<file path="src/rtl/bus_arbiter_pkg.sv">
// Shared types and constants for the two-master bus arbiter.
package bus_arbiter_pkg;

  // Arbiter FSM states: IDLE -> ACCESS -> RESP -> IDLE
  typedef enum logic [1:0] {
    ARB_IDLE   = 2'd0,
    ARB_ACCESS = 2'd1,
    ARB_RESP   = 2'd2
  } arb_state_t;

  // Master identifiers; M0 is the CPU data port, M1 the secondary master.
  typedef enum logic {
    MST_M0 = 1'b0,
    MST_M1 = 1'b1
  } master_id_t;

  // Default bus wait window (cycles) before read data is sampled.
  localparam int unsigned WAIT_CYC_DEF   = 1;
  // Default cap on consecutive M0 grants while M1 is waiting.
  localparam int unsigned M0_MAX_RUN_DEF = 4;
  // Width of the wait and run counters; both parameters are limited to 1..15.
  localparam int unsigned CNT_W          = 4;

  // Latched copy of the winning master's request.
  typedef struct packed {
    logic [31:0] addr;
    logic [3:0]  byteen;
    logic [31:0] wdata;
    master_id_t  id;
  } req_latch_t;

  // A request is a write when any byte enable is set.
  function automatic logic is_write(input logic [3:0] byteen);
    return |byteen;
  endfunction

endpackage

</file>
<file path="src/rtl/bus_arbiter_arb_grant.sv">
// Winner selection with M0 priority and an anti-starvation run counter for M1.
module arb_grant
  import bus_arbiter_pkg::*;
#(
  parameter int unsigned M0_MAX_RUN = M0_MAX_RUN_DEF
) (
  input  logic       clk,
  input  logic       reset,
  input  logic       i_m0_req,
  input  logic       i_m1_req,
  input  logic       i_grant_en,
  output master_id_t o_winner
);

  localparam logic [CNT_W-1:0] MAX_RUN = CNT_W'(M0_MAX_RUN);

  logic [CNT_W-1:0] r_run_cnt;
  logic             w_cap_hit;
  master_id_t       w_winner;

  // Once M0 has used up its run while M1 waits, M1 wins the next contest.
  assign w_cap_hit = (r_run_cnt == MAX_RUN);

  // Winner: a lone requester wins; on contention M0 wins unless the cap is hit.
  always_comb begin
    w_winner = MST_M0;
    if (i_m1_req && (!i_m0_req || w_cap_hit)) begin
      w_winner = MST_M1;
    end
  end

  // Run counter: counts M0 grants made against a waiting M1, cleared by any M1 grant.
  always_ff @(posedge clk) begin
    if (!reset) begin
      r_run_cnt <= '0;
    end else if (i_grant_en) begin
      if (w_winner == MST_M1) begin
        r_run_cnt <= '0;
      end else if (i_m1_req && !w_cap_hit) begin
        r_run_cnt <= r_run_cnt + 1'b1;
      end
    end
  end

  assign o_winner = w_winner;

endmodule

</file>
<file path="src/rtl/bus_arbiter.sv">
// Two-master bus arbiter: latches one request, drives the bridge for a fixed
// wait window, samples read data and returns a single-cycle ack to the owner.
module bus_arbiter
  import bus_arbiter_pkg::*;
#(
  parameter int unsigned WAIT_CYC   = WAIT_CYC_DEF,
  parameter int unsigned M0_MAX_RUN = M0_MAX_RUN_DEF
) (
  input  logic        clk,
  input  logic        reset,
  input  logic        m0_req,
  input  logic [31:0] m0_addr,
  input  logic [3:0]  m0_byteen,
  input  logic [31:0] m0_wdata,
  output logic        m0_ack,
  output logic [31:0] m0_rdata,
  input  logic        m1_req,
  input  logic [31:0] m1_addr,
  input  logic [3:0]  m1_byteen,
  input  logic [31:0] m1_wdata,
  output logic        m1_ack,
  output logic [31:0] m1_rdata,
  output logic [31:0] bus_addr,
  output logic [3:0]  bus_byteen,
  output logic [31:0] bus_wdata,
  input  logic [31:0] bus_rdata,
  output logic        busy
);

  localparam logic [CNT_W-1:0] WAIT_LOAD = CNT_W'(WAIT_CYC);

  arb_state_t       r_state;
  arb_state_t       w_state_next;
  logic [CNT_W-1:0] r_wait_cnt;
  req_latch_t       r_req;
  logic [31:0]      r_rdata;

  logic             w_any_req;
  logic             w_grant_en;
  logic             w_first_access;
  logic             w_last_access;
  master_id_t       w_winner;
  req_latch_t       w_win_req;
  logic             w_ack       [2];
  logic [31:0]      w_rdata_out [2];

  assign w_any_req      = m0_req | m1_req;
  assign w_grant_en     = (r_state == ARB_IDLE) && w_any_req;
  // The wait counter is loaded with WAIT_CYC at grant and counts down to 1.
  assign w_first_access = (r_state == ARB_ACCESS) && (r_wait_cnt == WAIT_LOAD);
  assign w_last_access  = (r_state == ARB_ACCESS) && (r_wait_cnt == CNT_W'(1));

  arb_grant #(
    .M0_MAX_RUN (M0_MAX_RUN)
  ) u_arb_grant (
    .clk        (clk),
    .reset      (reset),
    .i_m0_req   (m0_req),
    .i_m1_req   (m1_req),
    .i_grant_en (w_grant_en),
    .o_winner   (w_winner)
  );

  // Select the winning master's request fields for latching.
  always_comb begin
    w_win_req.addr   = m0_addr;
    w_win_req.byteen = m0_byteen;
    w_win_req.wdata  = m0_wdata;
    w_win_req.id     = MST_M0;
    if (w_winner == MST_M1) begin
      w_win_req.addr   = m1_addr;
      w_win_req.byteen = m1_byteen;
      w_win_req.wdata  = m1_wdata;
      w_win_req.id     = MST_M1;
    end
  end

  // FSM state register.
  always_ff @(posedge clk) begin
    if (!reset) begin
      r_state <= ARB_IDLE;
    end else begin
      r_state <= w_state_next;
    end
  end

  // FSM next-state logic.
  always_comb begin
    w_state_next = r_state;
    case (r_state)
      ARB_IDLE:   if (w_any_req) w_state_next = ARB_ACCESS;
      ARB_ACCESS: if (w_last_access) w_state_next = ARB_RESP;
      ARB_RESP:   w_state_next = ARB_IDLE;
      default:    w_state_next = ARB_IDLE;
    endcase
  end

  // Request latch, wait counter and read-data capture on the last ACCESS edge.
  always_ff @(posedge clk) begin
    if (!reset) begin
      r_req      <= '0;
      r_wait_cnt <= '0;
      r_rdata    <= '0;
    end else if (w_grant_en) begin
      r_req      <= w_win_req;
      r_wait_cnt <= WAIT_LOAD;
    end else if (r_state == ARB_ACCESS) begin
      r_wait_cnt <= r_wait_cnt - 1'b1;
      if (w_last_access) begin
        r_rdata <= is_write(r_req.byteen) ? 32'h0 : bus_rdata;
      end
    end
  end

  // Bridge outputs: address/data held for the whole window, write strobe only
  // in the first cycle so that side-effecting registers see a single write.
  assign bus_addr   = (r_state == ARB_ACCESS) ? r_req.addr  : 32'h0;
  assign bus_wdata  = (r_state == ARB_ACCESS) ? r_req.wdata : 32'h0;
  assign bus_byteen = w_first_access ? r_req.byteen : 4'h0;
  assign busy       = (r_state != ARB_IDLE);

  // Per-master response: ack and read data only for the owner, during RESP.
  for (genvar gi = 0; gi < 2; gi++) begin : g_resp
    assign w_ack[gi]       = (r_state == ARB_RESP) && (r_req.id == master_id_t'(gi));
    assign w_rdata_out[gi] = w_ack[gi] ? r_rdata : 32'h0;
  end

  assign m0_ack   = w_ack[0];
  assign m0_rdata = w_rdata_out[0];
  assign m1_ack   = w_ack[1];
  assign m1_rdata = w_rdata_out[1];

endmodule

</file>
<file path="config.mk">
export PLATFORM = sky130hd
export DESIGN_NAME = bus_arbiter
export DESIGN_NICKNAME = d
export VERILOG_FILES = /design/src/rtl/bus_arbiter_pkg.sv /design/src/rtl/bus_arbiter_arb_grant.sv /design/src/rtl/bus_arbiter.sv
export SDC_FILE = /design/constraint.sdc
export NUM_CORES = 1
export LEC_CHECK = 0
export CORE_MARGIN = 2
export CORE_UTILIZATION = 40
export DETAILED_ROUTE_END_ITERATION = 8
export PLACE_DENSITY = 0.81
export SYNTH_ARGS = -nofsm -noshare
export SYNTH_HDL_FRONTEND = slang
export SYNTH_HIERARCHICAL = 1
export SYNTH_SLANG_ARGS = --single-unit
export TNS_END_PERCENT = 20
</file>
<file path="constraint.sdc">
create_clock -name clk -period 2.05 [get_ports clk]
set_input_delay 0.41 -clock clk [delete_from_list [all_inputs] [get_ports clk]]
set_output_delay 0.41 -clock clk [all_outputs]
set_load 0.01 [all_outputs]
</file>
# Word-level counts from Yosys, hierarchy flattened
# Cells that the tools add are included.
word_totals:
  out_inout_bits: 135
  regBits: 111
  inputBits: 172
op_classes:
  bitwise_logic: 4
  addsub: 2
  n_eq_ne: 6
  reduce_logical: 18
  muxes: 15
ops:
  columns: ["cell", "count"]
  rows:
  - ["$mux 32", 5]
  - ["$mux 69", 1]
  - ["$mux 4", 3]
  - ["$logic_and 1x1->1", 6]
  - ["$reduce_bool 2->1", 3]
  - ["$add 4x1->4 const B", 1]
  - ["$eq 4x1->1 const B", 1]
  - ["$eq 4x3->1 const B", 1]
  - ["$mux 2", 2]
  - ["$ne 2x2->1 const B", 2]
  - ["$pmux 2 s2", 1]
  - ["$reduce_and 2->1", 2]
  - ["$reduce_or 4->1", 1]
  - ["$sub 4x1->4 const B", 1]
  - ["$mux 1", 3]
  - ["$not 1->1", 3]
  - ["$reduce_and 3->1", 1]
  - ["$eq 2x1->1 const B", 1]
  - ["$eq 2x2->1 const B", 1]
  - ["$logic_not 1->1", 2]
  - ["$logic_not 2->1", 1]
  - ["$reduce_or 2->1", 1]
  - ["$logic_or 1x1->1", 1]
  - ["$or 1x1->1", 1]

# Depth between registers and ports, before layout
depth:
  word_depth: 6
  mapped_depth: 10
  depth_no_buf: 7

# By module
# Netlist, hierarchy kept.
modules_own_cells:
  columns: ["module", "seq_area_each_um2", "n_inst", "area_per_inst_um2", "cells_per_inst"]
  rows:
  - ["bus_arbiter", 2142.1, 1, 5564.1, 645]
  - ["arb_grant", 80.1, 1, 252.7, 31]

# Least setup slack after synthesis
# No wires, ideal clock.
synth_path:
  path_kind: "register -> register"
  start: "register u_arb_grant.r_run_cnt[0]"
  end: "register r_req[21] (netlist name)"
  arrival_ps: 1629
  path_stages_with_launch: 11
  path_buffers: 3
  setup_slack_ps: 287
  required_time_ps: 1916
  cell_sequence: "dfxtp_1 > inv_1 > ha_1 > nand2_1 > o21ai_2 > and2_1 > buf_2 > buf_4 > buf_4 > mux2i_1 > a211oi_1"
synth_between:
  elab_chain_cells: 5
synth_rtl:
  columns: ["element", "line", "text"]
  rows:
  - ["from (decl)", "bus_arbiter_arb_grant.sv:17", "logic [CNT_W-1:0] r_run_cnt;"]
  - ["from (signal assigned)", "bus_arbiter_arb_grant.sv:40", "r_run_cnt <= r_run_cnt + 1'b1;"]
  - ["$eq 4x3->1", "bus_arbiter_arb_grant.sv:22", "assign w_cap_hit = (r_run_cnt == MAX_RUN);"]
  - ["$logic_or 1x1->1", "bus_arbiter_arb_grant.sv:27", "if (i_m1_req && (!i_m0_req || w_cap_hit)) begin"]
  - ["$logic_and 1x1->1", "bus_arbiter_arb_grant.sv:27", null]
  - ["$mux 1", "bus_arbiter_arb_grant.sv:27", null]
  - ["$mux 69", "bus_arbiter.sv:70", "if (w_winner == MST_M1) begin"]
  - ["to (signal assigned)", "bus_arbiter.sv:105", "r_req <= w_win_req;"]
  - ["to (decl)", "bus_arbiter.sv:35", "req_latch_t r_req;"]
# No other way between the ends.
# A chain may end at the register's enable or synchronous reset.

# Worst setup path after layout
layout_path:
  start: "register r_state[0]"
  end: "output bus_addr[10]"
layout_between:
  elab_chain_cells: 2
layout_rtl:
  columns: ["element", "line", "text"]
  rows:
  - ["from (decl)", "bus_arbiter.sv:32", "arb_state_t r_state;"]
  - ["from (signal assigned)", "bus_arbiter.sv:83", "r_state <= w_state_next;"]
  - ["$eq 2x1->1", "bus_arbiter.sv:117", "assign bus_addr = (r_state == ARB_ACCESS) ? r_req.addr : 32'h0;"]
  - ["$mux 32", "bus_arbiter.sv:117", null]
  - ["to (decl)", "bus_arbiter.sv:23", "output logic [31:0] bus_addr,"]
# No other way between the ends.

==> flow_metrics.tcl <==
set metrics [dict create \
    synth_top_family_by_area "simple AND/OR/NAND/NOR gates" \
    cts_buffer_depth 2 \
    synth_cell_types 41 \
    hold_ws_ns 0.4729 \
    clock.fmax_mhz 452.2 \
    setup_viol 12 \
    period_needed_ns 2.212 \
    hold_start "r_rdata[19]" \
    required_ns 1.64 \
    synth_flop_cell "dfxtp_1" \
    clkLatencyLatePin_ns 0.34 \
    grt-ovfl-total 0 \
    power_frac_seq_pct 43.1 \
    power_frac_clock_pct 27.6 \
    rows 44 \
    synth_xor_area_share_pct 0.3011 \
    dpl.hpwl_um 13660 \
    min_to "r_rdata[19]" \
    io_buffer_count 306 \
    worst_slew_pin_slew_ns 0.7681 \
    first_global_vias 5997 \
    maxCapViolCount 0 \
    skew_ns 0.008034 \
    internal-power_mw 4.073 \
    hold_path.class "register to register" \
    cp.arrival_ns 1.80 \
    wl_per_cell_um 16.78 \
    hold_viol 0 \
    drive_gt1_share_pct 10.25 \
    synth_top_area_share_pct 38.20 \
    post-route-util_pct 65.49 \
    synth_fa_ha_area_share_pct 0.8604 \
    die-width_um 124.6 \
    cts_made_buffers 9 \
    power_mw 5.802 \
    die_h_um 124.6 \
    globalplace.congestion 0.8028 \
    synth_compound_area_share_pct 19.64 \
    tritoncts "yes" \
    pre_cts_slack_ns -0.01348 \
    dieArea_mm2 0.01552 \
    syn_avg_cell_area_um2 8.605 \
    antenna_found_initial 0 \
    synth_warnings 6 \
    drt_pass1_iterations 5 \
    synth_common_cells "130 x and2_1, 111 x dfxtp_1, 70 x a21oi_1" \
    synthSimpleGateAreaFrac_pct 22.89 \
    power_switching_mw 1.730 \
    rrSetupSlack_ns 0.19 \
    viasPerCell 5.282 \
    r2r_start "r_wait_cnt[1]" \
    crit_type "register to output pin" \
    syn2layout_area_growth_pct 61.78 \
    nNetsFinal 1138 \
    ioPinCount 307 \
    worstSetupEndpointType "output pin" \
    drt_iter0_drc 291 \
    cts.clk_slew.worst_paths_ns 0.07 \
    outcome "complete, but fails checks" \
    r2r_end "r_rdata[7]" \
    ir_drop_uv 348.5 \
    synthArstFlopShare_pct 0 \
    drtAntennaViolNets 0 \
    p_leak_nw 4.494 \
    p_sw_share_pct 29.81 \
    period_share_pct 107.9 \
    diodes 0 \
    vias 6074 \
    synthTopCellsByArea "dfxtp_1 38%, and2_1 14%, mux2i_1 12%" \
    synth_edf_count 0 \
    pwr-share-comb_pct 29.3 \
    syn_nets 852 \
    synthCells 676 \
    grt_pass1_wl_um 30820 \
    cts.sinks 111 \
    grt_max_degree 70 \
    violations "setup timing" \
    ys_seq_area_share_pct 38.20 \
    grt_usage_pct 24.25 \
    synth-seq-cells 111 \
    synth.area.mux_share_pct 11.70 \
    relSlewSlack_pct 48.79 \
    syn_area_mm2 0.005817 \
    synth_largest_area_cell "dfxtp_1" \
    holdPathStages 2 \
    crit_fanout 18 \
    power_density_mw_per_mm2 616.6 \
    drc 0 \
    synth_most_common_cell "and2_1" \
    cp-start-kind "register" \
    start_util_pct 40.48 \
    coreArea_mm2 0.01437 \
    setup_ws_ns -0.1617 \
    wl_um 19290 \
    ff2ff_path_depth 9 \
    slew_viol_final 0 \
    cts.htree.levels 3 \
    rsz0062_at_grt "yes" \
    cts-root-buf "clkbuf_16" \
]
-- power groups by stage --
stage                     clock (mW)  sequential (mW)  combinational (mW)
after floorplan                    0             2.50               0.898
after global placement             0             2.54                1.66
after detailed placement           0             2.54                1.68
after CTS                       1.63             2.50                1.70
after global routing            1.73             2.52                1.85
final                           1.60             2.50                1.70
-- what timing repair did --
action                                  CTS  global route
gates resized for setup                 178            52
gates cloned                              2             0
endpoints found under the setup margin  134            51
setup buffers                             7             1
hold buffers                              0             0
-- cell usage in the layout, fill, tap and decap left out, types with 2 or more instances in the layout --
cell / count
clkdlybuf4s50_1: 172
and2_1: 129
dfxtp_1: 108
dlygate4sd2_1: 71
a21oi_1: 70
a211oi_1: 69
mux2i_1: 68
nand3_1: 39
nand2_1: 36
o22ai_1: 33
dlymetal6s2s_1: 33
buf_2: 24
buf_4: 23
buf_12: 11
clkbuf_16: 9
and3_1: 5
nor2_1: 4
inv_1: 4
o21ai_0: 4
ha_1: 4
clkbuf_2: 4
buf_6: 4
nand3b_1: 3
clkinv_2: 3
nor2_4: 2
inv_2: 2
nor3b_4: 2
o21a_1: 2
clkbuf_1: 2
buf_16: 2
dfxtp_4: 2
-- cells by family (layout without fill, tap and decap cells) --
group,after synthesis,in the layout
multiplexers,68,68
AO/OA/AOI/OAI,182,182
buffers and inverters,77,367
XOR/XNOR,2,2
adder cells (fa/ha/maj),4,4
flip-flops,111,111
AND/OR/NAND/NOR,232,232
-- critical path, cell delays in order (launching register included) --
cell             delay, ns
dfxtp_4               0.37
nor2b_4               0.19
buf_6                 0.18
and2_1                0.16
clkdlybuf4s50_1       0.56
-- registers in the layout, summed over array words and instances (netlist names) --
name	flops
r_state	2
r_wait_cnt	4
r_req	69
u_arb_grant/r_run_cnt	4
r_rdata	32
-- layer usage --
metal	part of all wire [%]	wire, um	up-vias	track usage (%)
met3	7.5	1447	36	6.787
met1	41	7829	2823	28.51
met2	49	9513	251	42.17
li1	-	-	2964	-
met4	2.6	501	0	8.658
met5	0	0	-	0
-- area by class of cell --
cell class / instances / area [um2]
clock buffers: 11 / 232.7
well taps: 184 / 230.2
flip-flops and latches: 111 / 2231
clock inverters: 4 / 23.77
fillers: 1223 / 4959
repair buffers: 346 / 3415
multi-input cells: 488 / 3256
inverters: 6 / 22.52
-- through the flow --
step | setup TNS, ns | cell area, um2 | std cells
CTS | -6.311 | 9328 | 1149
global route | -1.624 | 9410 | 1150
detailed placement | -0.01348 | 9139 | 1125
global placement | -0.02059 | 9139 | 1125
floorplan | 0 | 5817 | 676
finish | -0.1983 | 9410 | 1150
-- worst max-delay path by stage --
stage                                   from      endpoint  slack [ns]  cells past startpoint
detailed placement                r_state[0]  bus_addr[26]       -0.01                      4
CTS                               r_state[1]  m0_rdata[15]       -0.21                      4
finish                            r_state[0]  bus_addr[10]       -0.16                      4
global route                      r_state[0]  bus_addr[10]       -0.21                      4
floorplan           u_arb_grant/r_run_cnt[0]     r_req[21]        0.29                     10
global placement                  r_state[0]  bus_addr[26]       -0.02                      4
No activity file was read; power rests on OpenSTA's default activity.
